===== src/rtl/cp0_exception_sequencer.sv =====
// cp0_exception_sequencer: prioritises interrupt/exception/ERET, commits to CP0, flushes, redirects IF; owns Count/Compare.
// Ports: clock/reset (async active-low); wb_* WB-stage instruction info; hw_interrupt async lines;
// status_*/cause_ip_sw/epc current CP0 state; cp0_* one-cycle commit to CP0; cause_ip_hw/timer_interrupt
// interrupt sources; count_value/compare_value timer registers; pipeline_flush/redirect_*/wb_stall pipeline control.
module cp0_exception_sequencer #(
  parameter logic [31:0] EXCEPTION_VECTOR = 32'hBFC0_0380,
  parameter int HW_INT_WIDTH = 6,
  parameter int SYNC_STAGES = 2
) (
  input  logic                    clock,
  input  logic                    reset,
  input  logic                    wb_valid,
  input  logic [31:0]             wb_pc,
  input  logic                    wb_in_delay_slot,
  input  logic                    wb_exception,
  input  logic [4:0]              wb_exception_code,
  input  logic                    wb_eret,
  input  logic                    wb_mtc0,
  input  logic [7:0]              wb_cp0_address,
  input  logic [31:0]             wb_write_data,
  input  logic [HW_INT_WIDTH-1:0] hw_interrupt,
  input  logic                    status_ie,
  input  logic                    status_exl,
  input  logic [7:0]              status_im,
  input  logic [1:0]              cause_ip_sw,
  input  logic [31:0]             epc,
  output logic                    cp0_exception,
  output logic [4:0]              cp0_exception_code,
  output logic [31:0]             cp0_exception_address,
  output logic                    cp0_in_delay_slot,
  output logic                    cp0_eret,
  output logic [HW_INT_WIDTH-1:0] cause_ip_hw,
  output logic                    timer_interrupt,
  output logic [31:0]             count_value,
  output logic [31:0]             compare_value,
  output logic                    pipeline_flush,
  output logic                    redirect_valid,
  output logic [31:0]             redirect_pc,
  input  logic                    redirect_ready,
  output logic                    wb_stall
);
  typedef enum logic {IDLE, REDIRECT} state_t;
  state_t state, state_next;
  logic [HW_INT_WIDTH-1:0] sync_q [SYNC_STAGES];
  logic [HW_INT_WIDTH+1:0] ip_all;
  logic idle, int_pending, take_int, take_exc, take_eret, exc_commit, eret_commit, mtc0_en;
  logic count_wr, compare_wr, toggle;
  logic [31:0] count_inc;

  // Timer interrupt shares the top hardware line, as on classic MIPS32.
  assign cause_ip_hw = sync_q[SYNC_STAGES-1] | (HW_INT_WIDTH'(timer_interrupt) << (HW_INT_WIDTH-1));
  assign ip_all = {cause_ip_hw, cause_ip_sw};
  assign int_pending = status_ie & ~status_exl & |(status_im & 8'(ip_all));
  assign idle = state == IDLE;
  assign take_int = wb_valid & int_pending;
  assign take_exc = wb_valid & wb_exception & ~int_pending;
  assign take_eret = wb_valid & wb_eret & ~wb_exception & ~int_pending;
  assign exc_commit = idle & (take_int | take_exc);
  assign eret_commit = idle & take_eret;
  // An MTC0 that coincides with any selected event is the faulting instruction and must not write.
  assign mtc0_en = wb_valid & wb_mtc0 & idle & ~(take_int | take_exc | take_eret);
  assign count_wr = mtc0_en & (wb_cp0_address == {5'd9, 3'd0});
  assign compare_wr = mtc0_en & (wb_cp0_address == {5'd11, 3'd0});
  assign count_inc = count_value + 32'd1;
  assign redirect_valid = state == REDIRECT;
  assign wb_stall = state == REDIRECT;

  always_ff @(posedge clock or negedge reset)
    if (!reset) for (int i = 0; i < SYNC_STAGES; i++) sync_q[i] <= '0;
    else begin
      sync_q[0] <= hw_interrupt;
      for (int i = 1; i < SYNC_STAGES; i++) sync_q[i] <= sync_q[i-1];
    end

  always_ff @(posedge clock or negedge reset)
    if (!reset) state <= IDLE;
    else state <= state_next;

  always_comb begin
    state_next = state;
    if (idle) state_next = (exc_commit | eret_commit) ? REDIRECT : IDLE;
    else state_next = redirect_ready ? IDLE : REDIRECT;
  end

  always_ff @(posedge clock or negedge reset)
    if (!reset) begin
      cp0_exception <= 1'b0;
      cp0_eret <= 1'b0;
      pipeline_flush <= 1'b0;
      cp0_exception_code <= '0;
      cp0_exception_address <= '0;
      cp0_in_delay_slot <= 1'b0;
      redirect_pc <= '0;
    end else begin
      cp0_exception <= exc_commit;
      cp0_eret <= eret_commit;
      pipeline_flush <= exc_commit | eret_commit;
      if (exc_commit) begin
        cp0_exception_code <= take_int ? 5'd0 : wb_exception_code;
        cp0_exception_address <= wb_pc;
        cp0_in_delay_slot <= wb_in_delay_slot;
      end
      if (exc_commit | eret_commit) redirect_pc <= eret_commit ? epc : EXCEPTION_VECTOR;
    end

  // Count advances every other cycle; software writes take precedence over hardware updates.
  always_ff @(posedge clock or negedge reset)
    if (!reset) begin
      toggle <= 1'b0;
      count_value <= '0;
      compare_value <= '0;
      timer_interrupt <= 1'b0;
    end else begin
      toggle <= ~count_wr & ~toggle;
      count_value <= count_wr ? wb_write_data : toggle ? count_inc : count_value;
      compare_value <= compare_wr ? wb_write_data : compare_value;
      timer_interrupt <= compare_wr ? 1'b0 : timer_interrupt | (toggle & ~count_wr & (count_inc == compare_value));
    end
endmodule

===== config.mk =====
export PLATFORM = sky130hd
export DESIGN_NAME = cp0_exception_sequencer
export DESIGN_NICKNAME = d
export VERILOG_FILES = /design/src/rtl/cp0_exception_sequencer.sv
export SDC_FILE = /design/constraint.sdc
export NUM_CORES = 1
export LEC_CHECK = 0
export BUFFER_PORTS_ARGS = -buffer_cell sky130_fd_sc_hd__buf_2
export CAP_MARGIN = 25
export CORE_AREA = 5 5 143 118
export CTS_CLUSTER_SIZE = 14
export DETAILED_ROUTE_END_ITERATION = 12
export DIE_AREA = 0 0 148 123
export PLACE_DENSITY = 0.78
export SLEW_MARGIN = 20
export SYNTH_ARGS = -nofsm -noshare
export SYNTH_HDL_FRONTEND = slang
export SYNTH_SLANG_ARGS = --single-unit

===== constraint.sdc =====
create_clock -name clock -period 2.85 [get_ports clock]
set_input_delay 0.4275 -clock clock [delete_from_list [all_inputs] [get_ports clock]]
set_output_delay 0.4275 -clock clock [all_outputs]
set_load 0.05 [all_outputs]

[Word level (Yosys, flattened, before mapping)]
Index checks and enable logic that the tools add are counted.
Word-level totals
  output and inout port bits: 146
  logic and storage cells: 59
  register bits: 152
  input port bits: 135
Cells by class
  multiplexer cells: 8
  equality and inequality tests: 3
  $add $sub $neg: 1
  bitwise logic cells: 31
  reduce and logical (&&, ||, !) cells: 2
Operator list (number)
  32-bit 2-to-1 mux: 3
  32-bit by 1-bit adder with 32-bit output, second input constant: 1
  32-bit equality test: 1
  1-bit bitwise AND: 18
  8-bit by 7-bit equality test with 1-bit output, second input constant: 2
  8-bit bitwise AND: 1
  8-bit OR reduction: 1
  1-bit inverter: 7
  6-bit OR: 1
  5-bit 2-to-1 mux: 1
  1-bit 2-to-1 mux: 4
  1-bit OR: 4
  2-bit nonzero test: 1

[Longest topological paths before layout]
Gate-level depths: netlist of run 1.
  depth in word-level cells: 16
  gate-level depth with buffers: 10
  gate-level depth less buffers: 8

[Worst setup path before layout of run 1]
Ideal clock, no wire load.
  path kind: reg-to-reg
  from: register timer_interrupt
  to: register count_value[11]
  required time: 2.722 ns
  arrival: 2.334 ns
  cell stages (with the launch flop): 9
  period minus slack after synthesis: 2.461 ns
  setup time: 0.128 ns
  slack: 0.389 ns
  buffers on the path: 2
  cell sequence: dfrtp_1 or2_2 nand2_1 a311oi_2 nor4_2 nand2b_1 clkbuf_1 buf_2 mux2_1
On the way
  longest elaborated chain between the ends: 12
  elaborated cells between the ends (all ways): 15
  classes of those cells: mux (1); bitwise (12); reduce/logical (2)
Ends and longest elaborated chain
  start: declaration: line 33  | output logic timer_interrupt,
  start signal: assignment: line 117  | timer_interrupt <= compare_wr ? 1'b0 : timer_interrupt | (toggle & ~count_wr & (count_inc == compare_value));
  6-bit OR (*): line 51  | assign cause_ip_hw = sync_q[SYNC_STAGES-1] | (HW_INT_WIDTH'(timer_interrupt) << (HW_INT_WIDTH-1));
  net cause_ip_hw[5]: line 32  | output logic [HW_INT_WIDTH-1:0] cause_ip_hw,
  8-bit bitwise AND (*): line 53  | assign int_pending = status_ie & ~status_exl & |(status_im & 8'(ip_all));
  8-bit OR reduction (*): line 53
  1-bit bitwise AND (*): line 53
  1-bit inverter: line 56, 57
  1-bit bitwise AND: line 56  | assign take_exc = wb_valid & wb_exception & ~int_pending;
  1-bit OR: line 61  | assign mtc0_en = wb_valid & wb_mtc0 & idle & ~(take_int | take_exc | take_eret);
  1-bit OR (*): line 61
  1-bit inverter (*): line 61
  1-bit bitwise AND (*): line 61
  1-bit bitwise AND (*): line 62  | assign count_wr = mtc0_en & (wb_cp0_address == {5'd9, 3'd0});
  32-bit 2-to-1 mux / 2-bit nonzero test (equally long branches)
  end signal: assignment: line 115  | count_value <= count_wr ? wb_write_data : toggle ? count_inc : count_value;
  end: declaration: line 34  | output logic [31:0] count_value,
Mark *: on every way through the listed nets, which the timed path passes. The rest lies on a longest branch.
A chain may end at the register's enable or synchronous reset.

[Worst setup path in the final report of run 1]
  from: register count_value[0]
  to: register timer_interrupt
On the way
  longest elaborated chain between the ends: 5
Ends and longest elaborated chain
  32-bit by 1-bit adder with 32-bit output: line 64  | assign count_inc = count_value + 32'd1;
  32-bit equality test: line 117
  1-bit bitwise AND: line 117
  1-bit OR: line 117
  1-bit 2-to-1 mux: line 117
No other way between the ends.

==> results.cfg, run 1 <==
[synthesis]
synth_area_per_cell_um2 = 9.55
ys_warn_count = 0
synth.top_cells.by_count = nand2_1, dfrtp_1, nand3_1
synthCells = 778
synth_edf_count = 0
synth_area_leader_cell = dfrtp_1
netlist.area_leader.share = 0.512
ys_ff_latch = 152
async_flop_share = 1.00
synth.distinct_cells = 59
synth_ff_type = dfrtp_1
ys_seq_area_frac = 0.512
synth_area_leaders = dfrtp_1, nand2_1, xnor2_1
synthesis.nets = 914
synthesis.area_um2 = 7430
synth_most_common_cell = nand2_1

[clock_network]
numClockSinks = 152
clk_pin_slew_ns = 0.07
clk_latency_ns = 0.42
h-tree-depth = 4
post_cts_buffers = 0
clk_path_buf_depth = 2
cts_tree = done
postCtsHoldBufs = 0
cts-resized-gates = 0
cts-root-buf = clkbuf_16
numCtsBuffers = 17

[sta]
worst_pin_slew_ns = 0.859
rsz0062_at_grt = no
setup_viol = 0
maxSlewHeadroom = 0.428
finalSetupTns_ns = 0
post-route-period-util = 0.904
hold_violations = 0
max_freq_ghz = 0.388
period_needed_ns = 2.58
drv_slew = 0
finClkSkew_ns = 0.00853

[status]
status = finished clean

[drt]
drt_wl_total_um = 22100
drc = 0
vias_per_cell = 5.36
drt_iter0_markers = 601
wl_per_cell_um = 17.7
ant_nets = 0
dr.pass1.iters = 5
vias = 6674

[global_route]
antenna_found_initial = 0
grt_overflow = 0
track_usage = 0.236
grt_max_degree = 71
grt_pass1_vias = 6157
grt_pass1_wl_um = 33700

[place]
hpwl_um = 16500
placedCellCount = 1211
gp_congestion = 0.946
port_buffers = 280

[floorplan]
start_util = 0.484
core_area_um2 = 15300
die_area_um2 = 18200
rows = 41
io_pins = 281
die_y_um = 123
die_w_um = 148

[setup_path]
arrival_ns = 2.93
start_kind = register
cp_max_fo = 9
critPathKind = register to register
worst_setup_path_end_kind = register
critical_path_required_ns = 3.20
reg2reg_depth = 8

[power_and_ir_drop]
p_leak_nw = 4.87
peakVddDrop_mv = 0.580
power_density_nw_per_um2 = 751

[layout]
syn_to_final_growth_pct = 29.7
nets = 1173
nFillCells = 1294
stdcell_count = 1245
drive_above_1_share = 0.338

[hold_path]
holdCritPathClass = input pin to asynchronous set/reset pin

[flow_run]
drv_cap = 0
## final timing paths
| path | start | end | slack (ns) |
|---|---|---|---|
| setup / recovery | count_value[0] | timer_interrupt | 0.27 |
| hold / removal | reset | redirect_pc[13] | 0.01 |
| setup reg to reg | count_value[0] | timer_interrupt | 0.27 |
| hold reg to reg | sync_q[8] | sync_q[2] | 0.35 |
| max in group asynchronous | reset | count_value[0] | 2.10 |
| min in group clock | hw_interrupt[2] | sync_q[8] | 0.11 |
## flip-flops by register name (all words and copies together) (netlist names)
register and count:
redirect_valid 1, cp0_exception_code 5, cp0_exception_address 32, sync_q 12, cp0_in_delay_slot 1, pipeline_flush 1, cp0_eret 1, cp0_exception 1
count_value 32, toggle 1, compare_value 32, redirect_pc 32, timer_interrupt 1
## metrics by stage
stage	cell area, um2	util	hold slack (ns)	total power (W)	setup WS (ns)
floorplan	7430	-	0.132	0.00424	0.389
global placement	9000	0.587	0.333	0.00482	0.209
detailed placement	9000	0.587	0.337	0.00485	0.119
CTS	9630	0.628	0.0276	0.00727	0.275
global route	9630	0.628	0.0599	0.00755	0.0612
finish	9640	0.628	0.0123	0.00723	0.273
## routing by layer
layer / share of wire / track usage
met1: 0.43 / 0.330
met2: 0.47 / 0.359
met3: 0.080 / 0.0612
met4: 0.024 / 0.0877
met5: 0 / 0
## cells in the final DEF (no fill, tap or decap), drive strengths merged, types with 11 or more instances in the layout
cell type / instances
nand2: 203
inv: 18
xor2: 30
o21ai: 17
nand4: 20
xnor2: 43
buf: 296
a21oi: 38
nand3: 45
and4: 12
clkbuf: 17
nor3: 11
nor2: 42
mux2: 37
dfrtp: 152
## cell families after synthesis
group	synth area share
buf+inv	0.0394
flops	0.512
compound gates	0.0650
fa+ha+maj	0.00168
mux	0.0615
simple gates	0.235
xor+xnor	0.0860
## worst max-delay path: stages, from the launching register on
cell     delay (ns)
dfrtp_1        0.50
ha_1           0.28
and3_1         0.27
and4_1         0.46
a21oi_1        0.14
a211o_1        0.29
nor4_1         0.28
nand4_1        0.14
o21ai_1        0.14
## layout make-up
| class | instances | area, um2 | share of cell area |
|---|---|---|---|
| diodes | 2 | 5.00 | 0.000519 |
| flip-flops and latches | 152 | 3800 | 0.395 |
| clock buffers | 17 | 425 | 0.0442 |
| well taps | 193 | 241 | 0.0251 |
| inverters | 8 | 30.0 | 0.00312 |
| multi-input cells | 562 | 3340 | 0.346 |
| clock inverters | 15 | 203 | 0.0210 |
| repair buffers | 296 | 1590 | 0.165 |
## power breakdown
part	internal, W	switching, W	leakage [nW]
sequential	0.00244	0.000237	1.84
combinational	0.000551	0.00160	2.72
clock	0.00142	0.000991	0.304
Power figures use the tool's default switching activity.
==> run 2, diff against run 1 <==
--- a/config.mk
+++ b/config.mk
@@ -11,7 +11,7 @@
 export CTS_CLUSTER_SIZE = 14
 export DETAILED_ROUTE_END_ITERATION = 12
 export DIE_AREA = 0 0 148 123
-export PLACE_DENSITY = 0.78
+export PLACE_DENSITY = 0.8
 export SLEW_MARGIN = 20
 export SYNTH_ARGS = -nofsm -noshare
 export SYNTH_HDL_FRONTEND = slang
==> constraint.sdc (replaced) <==
create_clock -name clock -period 2.4 [get_ports clock]
set_input_delay 0.36 -clock clock [delete_from_list [all_inputs] [get_ports clock]]
set_output_delay 0.36 -clock clock [all_outputs]
set_load 0.05 [all_outputs]
==> run 2 against run 1 <==
Against the previous run: clock power grew 6%; sequential share of layout area shrank 0.77 points; combinational power grew 25%; fmax grew 17%; die area is the same.
==> results.cfg, run 2 (synthesis gave the netlist of run 1 again) <==
[floorplan]
die_area_um2 = 18200
core_area_um2 = 15300
start_util = 0.484
die_w_um = 148
die_y_um = 123
io_pins = 281
rows = 41

[layout]
layout_commonest_cell = buf_2
diodes = 0
final_cell_mix = buf_2, nand2_1, dfrtp_1, nand3_1, xnor2_1
syn_to_final_growth_pct = 32.4
multiInputGateArea_um2 = 3350
finish.utilization = 0.641
drive_above_1_share = 0.359
regArea_um2 = 3810
nFillCells = 1238
nets = 1199

[global_route]
grt_overflow = 0
antenna_found_initial = 0
track_usage = 0.253
grt_pass1_wl_um = 36100
grt_max_degree = 70
grt_pass1_vias = 6688

[setup_path]
r2r_slack_ns = 0.19
critical_path_required_ns = 2.76
cp_cell_sequence = ha_1, and3_1, and4_4, a21oi_1, a211o_1, nor4_1, nand4_1, o21ai_1
critPathKind = register to register
worst_setup_path_end_kind = register
start_kind = register
arrival_ns = 2.57
critical-path-max-stage-delay_ns = 0.47
slowest_stage = dfrtp_1
cp_max_fo = 9

[power_and_ir_drop]
p_switching_w = 0.00339
clkPwrFrac = 0.304
p_int_w = 0.00498
p_total_w = 0.00837
power_density_nw_per_um2 = 851
p_leak_nw = 4.98
swShare = 0.405
p_seq_frac = 0.376
peakVddDrop_mv = 0.617
power_frac_comb = 0.320

[clock_network]
clk_latency_ns = 0.43
clk_pin_slew_ns = 0.07
cts_tree = done
h-tree-depth = 4
clk_path_buf_depth = 2
cts-root-buf = clkbuf_16
numCtsBuffers = 17
numClockSinks = 152

[sta]
max_freq_ghz = 0.453
rsz0062_at_grt = no
post-route-period-util = 0.921
period_needed_ns = 2.21
hold_violations = 0
finalSetupTns_ns = 0
fin_ws_ns = 0.191
holdWs_ns = 0.0321
worst_pin_slew_ns = 0.682
drv_slew = 0
maxSlewHeadroom = 0.545
setup_viol = 0
finClkSkew_ns = 0.00971

[status]
status = finished clean

[drt]
dr.pass1.iters = 5
drt_wl_total_um = 23500
ant_nets = 0
drc = 0
vias = 7007
wl_per_cell_um = 18.5
vias_per_cell = 5.52
drt_iter0_markers = 690

[place]
hpwl_um = 17900
port_buffers = 280
place_ws_ns = 0.0734
gp_congestion = 0.973

[hold_path]
holdCritPathClass = input pin to register

[flow_run]
drv_cap = 0
## run 2: cell types whose count changed in the layout (fill, tap and decap cells not counted), moves of 2 or more
cell and delta:
diode_2 -2, clkinv_8 +2, clkinv_4 +4, buf_12 +4, inv_8 -2, bufinv_16 -3, buf_4 +21, dfrtp_1 -3
inv_6 -2, dfrtp_2 +3
## run 2: power by group through the flow
stage	Clock, W	Combinational, W	Sequential [W]
6_report	0.00255	0.00268	0.00314
5_1_grt	0.00271	0.00284	0.00319
4_1_cts	0.00259	0.00269	0.00314
3_5_place_dp	0	0.00268	0.00319
3_3_place_gp	0	0.00263	0.00316
2_1_floorplan	0	0.000777	0.00426
## run 2: per-layer routing
metal | track usage | part of all wire
met2 | 0.381 | 0.47
met1 | 0.365 | 0.43
met5 | 0 | 0
met4 | 0.0825 | 0.020
met3 | 0.0557 | 0.089
## run 2: worst paths after layout
kind                                             end             from  cells past startpoint
min reg2reg                                sync_q[1]        sync_q[7]                      0
min                                        sync_q[8]  hw_interrupt[2]                      1
min in group asynchronous  cp0_exception_address[11]            reset                      2
max reg2reg                          timer_interrupt   count_value[1]                      8
max                                  timer_interrupt   count_value[1]                      8
max in group asynchronous           compare_value[8]            reset                      3
## run 2: critical path: cells and delay by family, from the launching register on
kind / cells / cell delay, ns
AO/OA/AOI/OAI: 3 / 0.51
flip-flops: 1 / 0.47
AND/OR/NAND/NOR: 4 / 0.96
adder cells (fa/ha/maj): 1 / 0.21
## run 2: timing repair
| action | CTS | global route |
|---|---|---|
| resized for setup | 0 | 6 |
| buffers inserted | 0 | 0 |
| setup endpoints to repair | 0 | 3 |
| hold buffers | 1 | 0 |
| endpoints found under the hold margin | 64 | 0 |
## run 2: per-stage QoR
| step | instance area [um2] | std cells |
|---|---|---|
| 6_report | 9840 | 1269 |
| 3_5_place_dp | 9250 | 1236 |
| 5_1_grt | 9840 | 1269 |
| 2_1_floorplan | 7440 | 778 |
| 3_3_place_gp | 9250 | 1236 |
| 4_1_cts | 9820 | 1269 |
## run 2: layout make-up
class | instances | area share
sequential | 152 | 0.387
multi-input combinational | 562 | 0.341
clock buffer | 18 | 0.0436
clock inverter | 14 | 0.0140
tap | 193 | 0.0246
timing repair buffer | 322 | 0.187
inverter | 8 | 0.00305
==> run 3, diff against run 2 <==
--- a/config.mk
+++ b/config.mk
@@ -5,6 +5,7 @@
 export SDC_FILE = /design/constraint.sdc
 export NUM_CORES = 1
 export LEC_CHECK = 0
+export ABC_AREA = 1
 export BUFFER_PORTS_ARGS = -buffer_cell sky130_fd_sc_hd__buf_2
 export CAP_MARGIN = 25
 export CORE_AREA = 5 5 143 118
==> run 3 against run 2 <==
Against the previous run: area after synthesis is 0.22% higher; core utilization is 0.86 points lower; largest power group unchanged; synthesized cell count is 22% higher; largest cell class unchanged; cell count is 13% higher; clock skew is 0.0045 ns higher; register-to-register slack hardly changed; clock power is 5% higher; clock-buffer cell count is 1 higher; fmax is 0.11% lower.
==> results.cfg, run 3 <==
[status]
status = finished clean

[floorplan]
io_pins = 281
die_w_um = 148
core_area_um2 = 15300
rows = 41
start_util = 0.486
die_area_um2 = 18200
die_y_um = 123

[synthesis]
netlist.area_leader.share = 0.511
synth_ff_type = dfrtp_1
synth_area_leaders = dfrtp_1, nand2_1, nand3_1
async_flop_share = 1.00
synth_area_leader_cell = dfrtp_1
synth_most_common_cell = nand2_1
synth_area_per_cell_um2 = 7.83
synth.distinct_cells = 31
synthesis.nets = 1087
ys_warn_count = 0
synthesis.area_um2 = 7450
synthCells = 951
synth.top_cells.by_count = nand2_1, dfrtp_1, inv_1
ys_ff_latch = 152
synth_edf_count = 0
ys_seq_area_frac = 0.511

[sta]
period_needed_ns = 2.21
rsz0062_at_grt = no
hold_violations = 0
post-route-period-util = 0.922
setup_viol = 0
worst_pin_slew_ns = 0.499
maxSlewHeadroom = 0.667
max_freq_ghz = 0.452
finClkSkew_ns = 0.0142
drv_slew = 0
fin_ws_ns = 0.188
finalSetupTns_ns = 0
holdWs_ns = 0.0282

[setup_path]
slowest_stage = dfrtp_1
worst_setup_path_end_kind = register
r2r-start = count_value[11]
crit_cells = 16
cp-startpoint = count_value[11]
r2r-end = timer_interrupt
reg2reg_depth = 16
r2r_slack_ns = 0.19
worst_path_most_repeated_cell = nand2_1
cp_cell_sequence = nand2_1, nor2_1, nand2_1, nor2_4, nand2_1, nand2_1, nand2_1, nand2_1, nand2_1, nor2_1, nand2_1, nor2_1, nand2_1, nor2_1, nor2_1, nor2_1
arrival_ns = 2.57
start_kind = register
critPathBufInv = 0
critPathKind = register to register
path_delay_family = simple AND/OR/NAND/NOR gates
cp-endpoint = timer_interrupt
critical-path-max-stage-delay_ns = 0.44
cp_max_fo = 6
critical_path_required_ns = 2.76

[layout]
stdcell_count = 1439
finish.utilization = 0.633
drive_above_1_share = 0.288
syn_to_final_growth_pct = 30.3
nets = 1369
diodes = 0
final_cell_mix = nand2_1, buf_2, dfrtp_1, inv_1, nand3_1
layout_commonest_cell = nand2_1

[clock_network]
h-tree-depth = 4
numCtsBuffers = 17
clk_path_buf_depth = 2
cts_tree = done
cts-root-buf = clkbuf_16
clk_latency_ns = 0.43
numClockSinks = 152
clk_pin_slew_ns = 0.07

[power_and_ir_drop]
peakVddDrop_mv = 0.669
p_leak_nw = 5.23
power_density_nw_per_um2 = 876

[global_route]
track_usage = 0.265
grt_pass1_vias = 7314
antenna_found_initial = 1
grt_overflow = 0
grt_max_degree = 56
grt_pass1_wl_um = 37500

[place]
place_ws_ns = 0.201
placedCellCount = 1406
gp_congestion = 0.999
hpwl_um = 18500
port_buffers = 280

[drt]
vias = 7401
drt_wl_total_um = 24000
drc = 0
drt_iter0_markers = 476
vias_per_cell = 5.14
dr.pass1.iters = 5
ant_nets = 0
wl_per_cell_um = 16.7

[hold_path]
holdCritPathClass = input pin to register

[flow_run]
drv_cap = 0
run 3: cells by family after synthesis:
| family | synth area share |
|---|---|
| AND/OR/NAND/NOR | 0.328 |
| flip-flops | 0.511 |
| buffers and inverters | 0.0662 |
| AO/OA/AOI/OAI | 0.0936 |
| adder cells (fa/ha/maj) | 0.00168 |
run 3: power breakdown:
| part | internal (W) | switching (W) | total (W) |
|---|---|---|---|
| logic | 0.000637 | 0.00200 | 0.00263 |
| registers | 0.00290 | 0.000279 | 0.00318 |
| clock network | 0.00152 | 0.00117 | 0.00269 |
run 3: final cells by class:
class                           count  area [um2]
Sequential cell                   152        3800
Clock buffer                       19         453
Clock inverter                     13         135
Timing Repair Buffer              298        1580
Tap cell                          193         241
Multi-Input combinational cell    678        3160
Inverter                           86         323
Fill cell                        1349        5640
run 3: stage by stage:
stage                     area (um2)  power, W
final                           9700   0.00850
after global routing            9700   0.00888
after CTS                       9700   0.00854
after detailed placement        9100   0.00586
after global placement          9100   0.00582
after floorplan                 7450   0.00507
run 3: repair_timing:
| item | 4_1_cts | 5_1_grt |
|---|---|---|
| buffers inserted | 0 | 0 |
| hold buffers | 1 | 0 |
| endpoints found under the hold margin | 48 | 0 |
| endpoints found under the setup margin | 0 | 1 |
| gates resized for setup | 0 | 2 |
run 3: how the worst min path moves through the flow:
| stage | startpoint | end | slack [ns] | depth (start not counted) |
|---|---|---|---|---|
| final | hw_interrupt[0] | sync_q[6] | 0.03 | 1 |
| after global routing | hw_interrupt[0] | sync_q[6] | 0.01 | 1 |
| after CTS | hw_interrupt[0] | sync_q[6] | 0.02 | 1 |
| after detailed placement | sync_q[9] | sync_q[3] | 0.34 | 0 |
| after global placement | sync_q[9] | sync_q[3] | 0.33 | 0 |
| after floorplan | reset | compare_value[0] | 0.06 | 0 |
run 3: per-layer routing:
metal | track usage | wire length [um] | share of wire
met5 | 0 | 13 | 0.00054
met2 | 0.451 | 11800 | 0.49
met1 | 0.326 | 9510 | 0.40
met4 | 0.0779 | 413 | 0.017
met3 | 0.0879 | 2270 | 0.095
